<file path="src/rtl/nn_dense_layer_pkg.sv">
// rtl/nn_dense_layer_pkg.sv - shared types and arithmetic helpers for the dense layer engine
package nn_pkg;

  typedef enum logic [1:0] {
    IDLE = 2'd0,
    MAC  = 2'd1,
    DONE = 2'd2
  } state_t;

  // Widest accumulator the rescale helper accepts; lanes sign-extend into it
  localparam int MAX_ACC_W = 96;

  // Ceiling log2 that never returns 0, so 1-entry structures still get a 1-bit index
  function automatic int clog2_min1(input int n);
    int r;
    r = 1;
    for (int k = 1; k < 31; k++) begin
      if ((1 << k) < n) r = k + 1;
    end
    return r;
  endfunction

  // Full-precision accumulator: product width plus growth for N_IN summands
  function automatic int acc_width(input int w, input int n_in);
    return 2 * w + clog2_min1(n_in);
  endfunction

  // Rescale by an arithmetic shift (floor), clamp to the signed W-bit range, then optional ReLU
  function automatic logic signed [MAX_ACC_W-1:0] sat_relu(
    input logic signed [MAX_ACC_W-1:0] acc,
    input int                          frac,
    input int                          w,
    input logic                        relu
  );
    logic signed [MAX_ACC_W-1:0] r;
    logic signed [MAX_ACC_W-1:0] hi;
    logic signed [MAX_ACC_W-1:0] lo;
    logic signed [MAX_ACC_W-1:0] one;
    one = MAX_ACC_W'(1);
    hi  = (one <<< (w - 1)) - one;
    lo  = -(one <<< (w - 1));
    r   = acc >>> frac;
    if (r > hi) begin
      r = hi;
    end else if (r < lo) begin
      r = lo;
    end
    if (relu && r[MAX_ACC_W-1]) r = '0;
    return r;
  endfunction

endpackage

</file>
<file path="src/rtl/nn_dense_layer_if.sv">
// rtl/nn_dense_layer_if.sv - weight-write, input-vector and result-vector signals of one layer
interface nn_dense_layer_if #(
  parameter int W     = 16,
  parameter int N_IN  = 4,
  parameter int N_OUT = 4
) ();
  import nn_pkg::*;

  localparam int AW = clog2_min1(N_IN * N_OUT);

  logic                   w_wr_en;
  logic [AW-1:0]          w_addr;
  logic [W-1:0]           w_data;
  logic                   w_wr_err;
  logic                   in_valid;
  logic                   in_ready;
  logic [N_IN*W-1:0]      in_data;
  logic                   relu_en;
  logic                   out_valid;
  logic                   out_ready;
  logic [N_OUT*W-1:0]     out_data;
  logic                   busy;

  // Upstream / host side
  modport master (
    output w_wr_en, w_addr, w_data, in_valid, in_data, relu_en, out_ready,
    input  w_wr_err, in_ready, out_valid, out_data, busy
  );

  // Layer engine side
  modport slave (
    input  w_wr_en, w_addr, w_data, in_valid, in_data, relu_en, out_ready,
    output w_wr_err, in_ready, out_valid, out_data, busy
  );

endinterface

</file>
<file path="src/rtl/nn_dense_layer_mac_lane.sv">
// rtl/nn_dense_layer_mac_lane.sv - one output neuron: accumulator plus rescale/saturate/ReLU
module nn_mac_lane
  import nn_pkg::*;
#(
  parameter int W    = 16,
  parameter int FRAC = 0,
  parameter int N_IN = 4
) (
  input  logic                clk,
  input  logic                rst_n,
  input  logic                i_clr,
  input  logic                i_en,
  input  logic                i_relu,
  input  logic signed [W-1:0] i_x,
  input  logic signed [W-1:0] i_w,
  output logic signed [W-1:0] o_y_out
);

  localparam int ACC_W = acc_width(W, N_IN);

  logic signed [2*W-1:0]   w_prod;
  logic signed [ACC_W-1:0] w_acc_nxt;
  logic signed [ACC_W-1:0] r_acc;

  assign w_prod    = i_x * i_w;
  assign w_acc_nxt = i_en ? r_acc + ACC_W'(w_prod) : r_acc;

  // Accumulate one product per MAC cycle; a new vector clears it on its acceptance edge
  always_ff @(posedge clk or negedge rst_n) begin
    if (!rst_n) begin
      r_acc <= '0;
    end else if (i_clr) begin
      r_acc <= '0;
    end else begin
      r_acc <= w_acc_nxt;
    end
  end

  // Result is taken from the next-state sum so the final product is included on the last MAC edge
  assign o_y_out = W'(sat_relu(MAX_ACC_W'(w_acc_nxt), FRAC, W, i_relu));

endmodule

</file>
<file path="src/rtl/nn_dense_layer.sv">
// rtl/nn_dense_layer.sv - fully-connected layer: N_OUT parallel MAC lanes stepping over N_IN inputs
module nn_dense_layer
  import nn_pkg::*;
#(
  parameter int W     = 16,
  parameter int FRAC  = 0,
  parameter int N_IN  = 4,
  parameter int N_OUT = 4
) (
  input  logic            clk,
  input  logic            rst_n,
  nn_dense_layer_if.slave bus
);

  localparam int NW = N_IN * N_OUT;
  localparam int AW = clog2_min1(NW);
  localparam int IW = clog2_min1(N_IN);

  state_t                 r_state;
  state_t                 w_state_nxt;
  logic                   r_live;
  logic                   r_relu;
  logic                   r_wr_err;
  logic [IW-1:0]          r_idx;
  logic signed [W-1:0]    r_x [N_IN];
  logic signed [W-1:0]    r_w [NW];
  logic [N_OUT*W-1:0]     r_out_data;
  logic                   w_in_ready;
  logic                   w_busy;
  logic                   w_out_valid;
  logic                   w_mac_en;
  logic                   w_accept;
  logic                   w_last;
  logic                   w_wr_ok;
  logic signed [W-1:0]    w_y [N_OUT];

  assign w_accept = bus.in_valid && w_in_ready;
  assign w_last   = (r_state == MAC) && (r_idx == IW'(N_IN - 1));
  assign w_wr_ok  = bus.w_wr_en && (r_state == IDLE) &&
                    ({1'b0, bus.w_addr} < (AW + 1)'(NW));

  // State register
  always_ff @(posedge clk or negedge rst_n) begin
    if (!rst_n) r_state <= IDLE;
    else        r_state <= w_state_nxt;
  end

  // Next-state: one accepted vector, N_IN MAC cycles, then hold until downstream takes it
  always_comb begin
    w_state_nxt = r_state;
    case (r_state)
      IDLE:    if (w_accept) w_state_nxt = MAC;
      MAC:     if (w_last) w_state_nxt = DONE;
      DONE:    if (bus.out_ready) w_state_nxt = IDLE;
      default: w_state_nxt = IDLE;
    endcase
  end

  // State-decoded outputs; in_ready also waits for the first clock after reset release
  always_comb begin
    w_in_ready  = 1'b0;
    w_busy      = 1'b0;
    w_out_valid = 1'b0;
    w_mac_en    = 1'b0;
    case (r_state)
      IDLE: w_in_ready = r_live;
      MAC: begin
        w_busy   = 1'b1;
        w_mac_en = 1'b1;
      end
      DONE: begin
        w_busy      = 1'b1;
        w_out_valid = 1'b1;
      end
      default: ;
    endcase
  end

  // Holds in_ready low while reset is asserted and until the first clock after release
  always_ff @(posedge clk or negedge rst_n) begin
    if (!rst_n) r_live <= 1'b0;
    else        r_live <= 1'b1;
  end

  // Input latch and input index: capture the vector on acceptance, then step one input per MAC cycle
  always_ff @(posedge clk or negedge rst_n) begin
    if (!rst_n) begin
      r_idx  <= '0;
      r_relu <= 1'b0;
      for (int i = 0; i < N_IN; i++) r_x[i] <= '0;
    end else if (w_accept) begin
      r_idx  <= '0;
      r_relu <= bus.relu_en;
      for (int i = 0; i < N_IN; i++) r_x[i] <= bus.in_data[i*W +: W];
    end else if (w_mac_en && !w_last) begin
      r_idx <= r_idx + 1'b1;
    end
  end

  // Weight file: writes land only while idle and in range; rejected writes flag an error next cycle
  always_ff @(posedge clk or negedge rst_n) begin
    if (!rst_n) begin
      r_wr_err <= 1'b0;
      for (int k = 0; k < NW; k++) r_w[k] <= '0;
    end else begin
      r_wr_err <= bus.w_wr_en && !w_wr_ok;
      if (w_wr_ok) r_w[bus.w_addr] <= bus.w_data;
    end
  end

  // Output register: loaded on the last MAC edge and held through DONE
  always_ff @(posedge clk or negedge rst_n) begin
    if (!rst_n) begin
      r_out_data <= '0;
    end else if (w_last) begin
      for (int o = 0; o < N_OUT; o++) r_out_data[o*W +: W] <= w_y[o];
    end
  end

  generate
    for (genvar o = 0; o < N_OUT; o++) begin : g_lane
      logic [AW-1:0] w_widx;
      assign w_widx = AW'(o * N_IN) + AW'(r_idx);

      nn_mac_lane #(
        .W    (W),
        .FRAC (FRAC),
        .N_IN (N_IN)
      ) u_lane (
        .clk     (clk),
        .rst_n   (rst_n),
        .i_clr   (w_accept),
        .i_en    (w_mac_en),
        .i_relu  (r_relu),
        .i_x     (r_x[r_idx]),
        .i_w     (r_w[w_widx]),
        .o_y_out (w_y[o])
      );
    end
  endgenerate

  assign bus.in_ready  = w_in_ready;
  assign bus.busy      = w_busy;
  assign bus.out_valid = w_out_valid;
  assign bus.out_data  = r_out_data;
  assign bus.w_wr_err  = r_wr_err;

endmodule

</file>
<file path="src/flat_wrapper.sv">
// flat-port wrapper written by rule: the top's interface ports become plain ports
module nn_dense_layer_flat import nn_pkg::*;
#(
  parameter int W     = 16,
  parameter int FRAC  = 0,
  parameter int N_IN  = 4,
  parameter int N_OUT = 4
)
  (clk, rst_n, bus_w_wr_en, bus_w_addr, bus_w_data, bus_in_valid, bus_in_data, bus_relu_en, bus_out_ready, bus_w_wr_err, bus_in_ready, bus_out_valid, bus_out_data, bus_busy);
  nn_dense_layer_if #(.W(W), .N_IN(N_IN), .N_OUT(N_OUT)) bus_i ();
  input  logic clk;
  input  logic rst_n;
  input wire logic [$bits(bus_i.w_wr_en)-1:0] bus_w_wr_en;
  input wire logic [$bits(bus_i.w_addr)-1:0] bus_w_addr;
  input wire logic [$bits(bus_i.w_data)-1:0] bus_w_data;
  input wire logic [$bits(bus_i.in_valid)-1:0] bus_in_valid;
  input wire logic [$bits(bus_i.in_data)-1:0] bus_in_data;
  input wire logic [$bits(bus_i.relu_en)-1:0] bus_relu_en;
  input wire logic [$bits(bus_i.out_ready)-1:0] bus_out_ready;
  output wire logic [$bits(bus_i.w_wr_err)-1:0] bus_w_wr_err;
  output wire logic [$bits(bus_i.in_ready)-1:0] bus_in_ready;
  output wire logic [$bits(bus_i.out_valid)-1:0] bus_out_valid;
  output wire logic [$bits(bus_i.out_data)-1:0] bus_out_data;
  output wire logic [$bits(bus_i.busy)-1:0] bus_busy;
  assign bus_i.w_wr_en = bus_w_wr_en;
  assign bus_i.w_addr = bus_w_addr;
  assign bus_i.w_data = bus_w_data;
  assign bus_i.in_valid = bus_in_valid;
  assign bus_i.in_data = bus_in_data;
  assign bus_i.relu_en = bus_relu_en;
  assign bus_i.out_ready = bus_out_ready;
  assign bus_w_wr_err = bus_i.w_wr_err;
  assign bus_in_ready = bus_i.in_ready;
  assign bus_out_valid = bus_i.out_valid;
  assign bus_out_data = bus_i.out_data;
  assign bus_busy = bus_i.busy;
  nn_dense_layer #(.W(W), .FRAC(FRAC), .N_IN(N_IN), .N_OUT(N_OUT)) u_core (.clk(clk), .rst_n(rst_n), .bus(bus_i));
endmodule
</file>
<file path="config.mk">
export PLATFORM = sky130hd
export DESIGN_NAME = nn_dense_layer_flat
export DESIGN_NICKNAME = d
export VERILOG_FILES = /design/src/rtl/nn_dense_layer_pkg.sv /design/src/rtl/nn_dense_layer_if.sv /design/src/rtl/nn_dense_layer_mac_lane.sv /design/src/rtl/nn_dense_layer.sv /design/src/flat_wrapper.sv
export SDC_FILE = /design/constraint.sdc
export NUM_CORES = 2
export LEC_CHECK = 0
export ABC_AREA = 0
export CORE_MARGIN = 2
export CORE_UTILIZATION = 40
export DETAILED_ROUTE_END_ITERATION = 12
export SETUP_SLACK_MARGIN = 0.05
export SLEW_MARGIN = 10
export SYNTH_ARGS = -nofsm -noshare
export SYNTH_HDL_FRONTEND = slang
export SYNTH_HIERARCHICAL = 1
export SYNTH_SLANG_ARGS = --single-unit
</file>
<file path="constraint.sdc">
create_clock -name clk -period 11.97 [get_ports clk]
set_input_delay 2.9925 -clock clk [delete_from_list [all_inputs] [get_ports clk]]
set_output_delay 2.9925 -clock clk [all_outputs]
set_load 0.01 [all_outputs]
</file>
==> flow_metrics.env <==
export IMPL_hold_viol_final=0
export IMPL_final_cell_mix="inv_1, fa_1, nand2_1, and2_1, dfrtp_1"
export IMPL_synth_nets=8691
export IMPL_grt_pass1_vias=53150
export IMPL_cts_tree="done"
export IMPL_synthDistinctLibCells=109
export IMPL_fin_nets=8645
export IMPL_yosysTopAreaCellShare_pct=34.48
export IMPL_synth_top_cell_by_area="fa_1"
export IMPL_rows=154
export IMPL_timing_final_crit_share_pct=87.27
export IMPL_clk_insertion_delay_late_ns=0.71
export IMPL_drcViolationCount=0
export IMPL_final_setup_tns_ns=0
export IMPL_cts_sinks=527
export IMPL_setup_viol=0
export IMPL_antenna_found_initial=23
export IMPL_critPathKind="flop to flop"
export IMPL_cts_setup_buffers=0
export IMPL_yosysSeqAreaShare_pct=18.62
export IMPL_drt_iter0_markers=2865
export IMPL_endpoint_kind="flop"
export IMPL_synthTopCellsByArea="fa_1, dfrtp_1, ha_1"
export IMPL_final_common_cell="inv_1"
export IMPL_layout_min_cycle_time_ns=10.45
export IMPL_holdBufCountCts=0
export IMPL_synth_ff_type="dfrtp_1"
export IMPL_synth_area_um2=70820
export IMPL_area_growth_pct=8.331
export IMPL_worstMarginPinSlew_ns=1.091
export IMPL_ys_ff_latch=527
export IMPL_worstSetupStartpointType="flop"
export IMPL_synth_avg_cell_area_um2=10.17
export IMPL_regArea_um2=13200
export IMPL_first_pass_iters=5
export IMPL_cts_resized=0
export IMPL_htreeDepth=2
export IMPL_fp_dieH_um=424.8
export IMPL_grt_max_degree=122
export IMPL_worstHoldPathType="flop to flop"
export IMPL_io_buffers=157
export IMPL_multi_input_area_um2=51140
export IMPL_cts_buffers=60
export IMPL_drive_gt1_share_pct=10.50
export IMPL_yosysWarnings=6
export IMPL_fillCellCount=16900
export IMPL_synth_edf_count=0
export IMPL_hpwlAfterDp_um=144300
export IMPL_io_pins=158
export IMPL_cpMostUsedCell="fa_1"
export IMPL_rsz0062_at_grt="false"
export IMPL_num_vias=48500
export IMPL_cts_root_buf="clkbuf_16"
export IMPL_syn_inst=6964
export IMPL_dieArea_um2=180400
export IMPL_clock_skew_ns=0.03906
export IMPL_max_freq_mhz=95.73
export IMPL_status="complete, no violations"
export IMPL_grt_overflow=0
export IMPL_grt_pass1_wl_um=300100
export IMPL_routedWlPerCell_um=19.76
export IMPL_grt_usage_pct=21.00
export IMPL_critPathMaxStageDelay_ns=0.93
export IMPL_max_slew_margin_rel_pct=26.71
export IMPL_required_ns=12.55
export IMPL_max_cap_violations=0
export IMPL_drtAntennaViolNets=0
export IMPL_worst_endpoint_arrival_ns=11.03
export IMPL_synthArstFlopShare_pct=100.0
export IMPL_start_util_pct=40.21
export IMPL_cts_buffer_depth=3
export IMPL_clk_pin_slew_ns=0.06
export IMPL_maxSlewViolCount=0
export IMPL_wl_um=184100
export IMPL_critical_path_max_fanout=33
export IMPL_globalplace_congestion=0.8736
export IMPL_coreArea_um2=176100
export IMPL_viasPerCell=5.204
export IMPL_die_x_um=424.8
export IMPL_slowest_stage="mux4_2"
==> final cells by class <==
cell class,count,area share (%)
Inverter,1358,6.644
Multi-Input combinational cell,4752,66.65
Tap cell,2340,3.816
Clock buffer,74,2.169
Antenna cell,9,0.02935
Sequential cell,527,17.20
Timing Repair Buffer,219,2.808
Clock inverter,39,0.6849
==> cells by family after synthesis <==
group,Yosys count,synth area share [%]
xor+xnor,110,1.382
buf+inv,1685,9.224
other cells,1,0.005295
compound gates,616,5.890
simple gates,1847,13.26
flops,527,18.62
mux,541,9.768
fa+ha+maj,1637,41.85
==> per-stage QoR <==
step                area [um^2]  util, %  setup WS, ns  cells  hold slack [ns]
detailed placement        74510    42.31         1.383   9196           0.4901
CTS                       76700    43.55         1.381   9309           0.5039
finish                    76720    43.57         1.524   9318           0.5019
floorplan                 70820        -         2.660   6964           0.4739
global placement          74510    42.31         1.604   9196           0.4820
global route              76720    43.56        0.8235   9316           0.5127
==> metal layers <==
layer	global-route usage (%)	wire length, um	up-vias
met5	0	68	-
met1	27.69	78230	25360
met2	36.28	91790	1075
met3	2.139	7648	262
met4	6.696	6385	10
li1	-	-	21790
==> state kept, by name (all words and copies together), names as in the netlist <==
register and cells:
u_core/r_w 256, u_core/g_lane.u_lane/r_acc 136, u_core/bus.out_data 64, u_core/r_x 64
u_core/r_idx 2, u_core/r_state 2, u_core/bus.w_wr_err 1, u_core/r_live 1
u_core/r_relu 1
==> synth_stat cells (all sizes together) (7+ instances only) <==
cell type	count
ha	417
a211o	11
mux2i	69
and4	10
o22ai	21
a2111oi	8
or3	32
or4	7
nor4b	18
dfrtp	527
nor2b	31
fa	1220
nand2b	37
o211ai	23
or2	11
nand2	574
nor4	17
mux2	392
o21bai	7
nand3b	8
a221oi	9
nand4b	9
nand4	44
o311ai	7
a31oi	23
mux4	80
buf	115
clkbuf	212
o2111ai	11
xor2	25
a211oi	38
a21oi	196
nand3	34
and3	22
nor3	76
a21o	46
o21ai	106
xnor2	85
o21a	22
a2bb2oi	32
and2	550
nor2	354
inv	1357
==> final timing paths <==
check                                             from                                          end  slack (ns)  cells after the start
max                        u_core/r_idx[0]$_DFFE_PN0P_          u_core/bus.out_data[29]$_DFFE_PN0P_        1.52                     31
min                        u_core/r_w[240]$_DFFE_PN0P_                  u_core/r_w[240]$_DFFE_PN0P_        0.50                      1
max reg2reg                u_core/r_idx[0]$_DFFE_PN0P_          u_core/bus.out_data[29]$_DFFE_PN0P_        1.52                     31
min reg2reg                u_core/r_w[240]$_DFFE_PN0P_                  u_core/r_w[240]$_DFFE_PN0P_        0.50                      1
max in group asynchronous                        rst_n  u_core/g_lane[2].u_lane/r_acc[32]$_DFF_PN0_        7.43                      3
min in group asynchronous                        rst_n  u_core/g_lane[3].u_lane/r_acc[32]$_DFF_PN0_        2.30                      1
==> worst max-delay path, delay by kind of cell, from the launching register on <==
family / cells / cell delay [ns]
fa+ha+maj: 8 / 3.67
mux: 2 / 1.22
buf+inv: 6 / 1.07
flops: 1 / 0.69
compound gates: 5 / 1.12
simple gates: 10 / 2.51
Power is left out: the tool's default activity adds up to more than one toggle a clock period on the data nets, which glitch-free logic cannot reach.
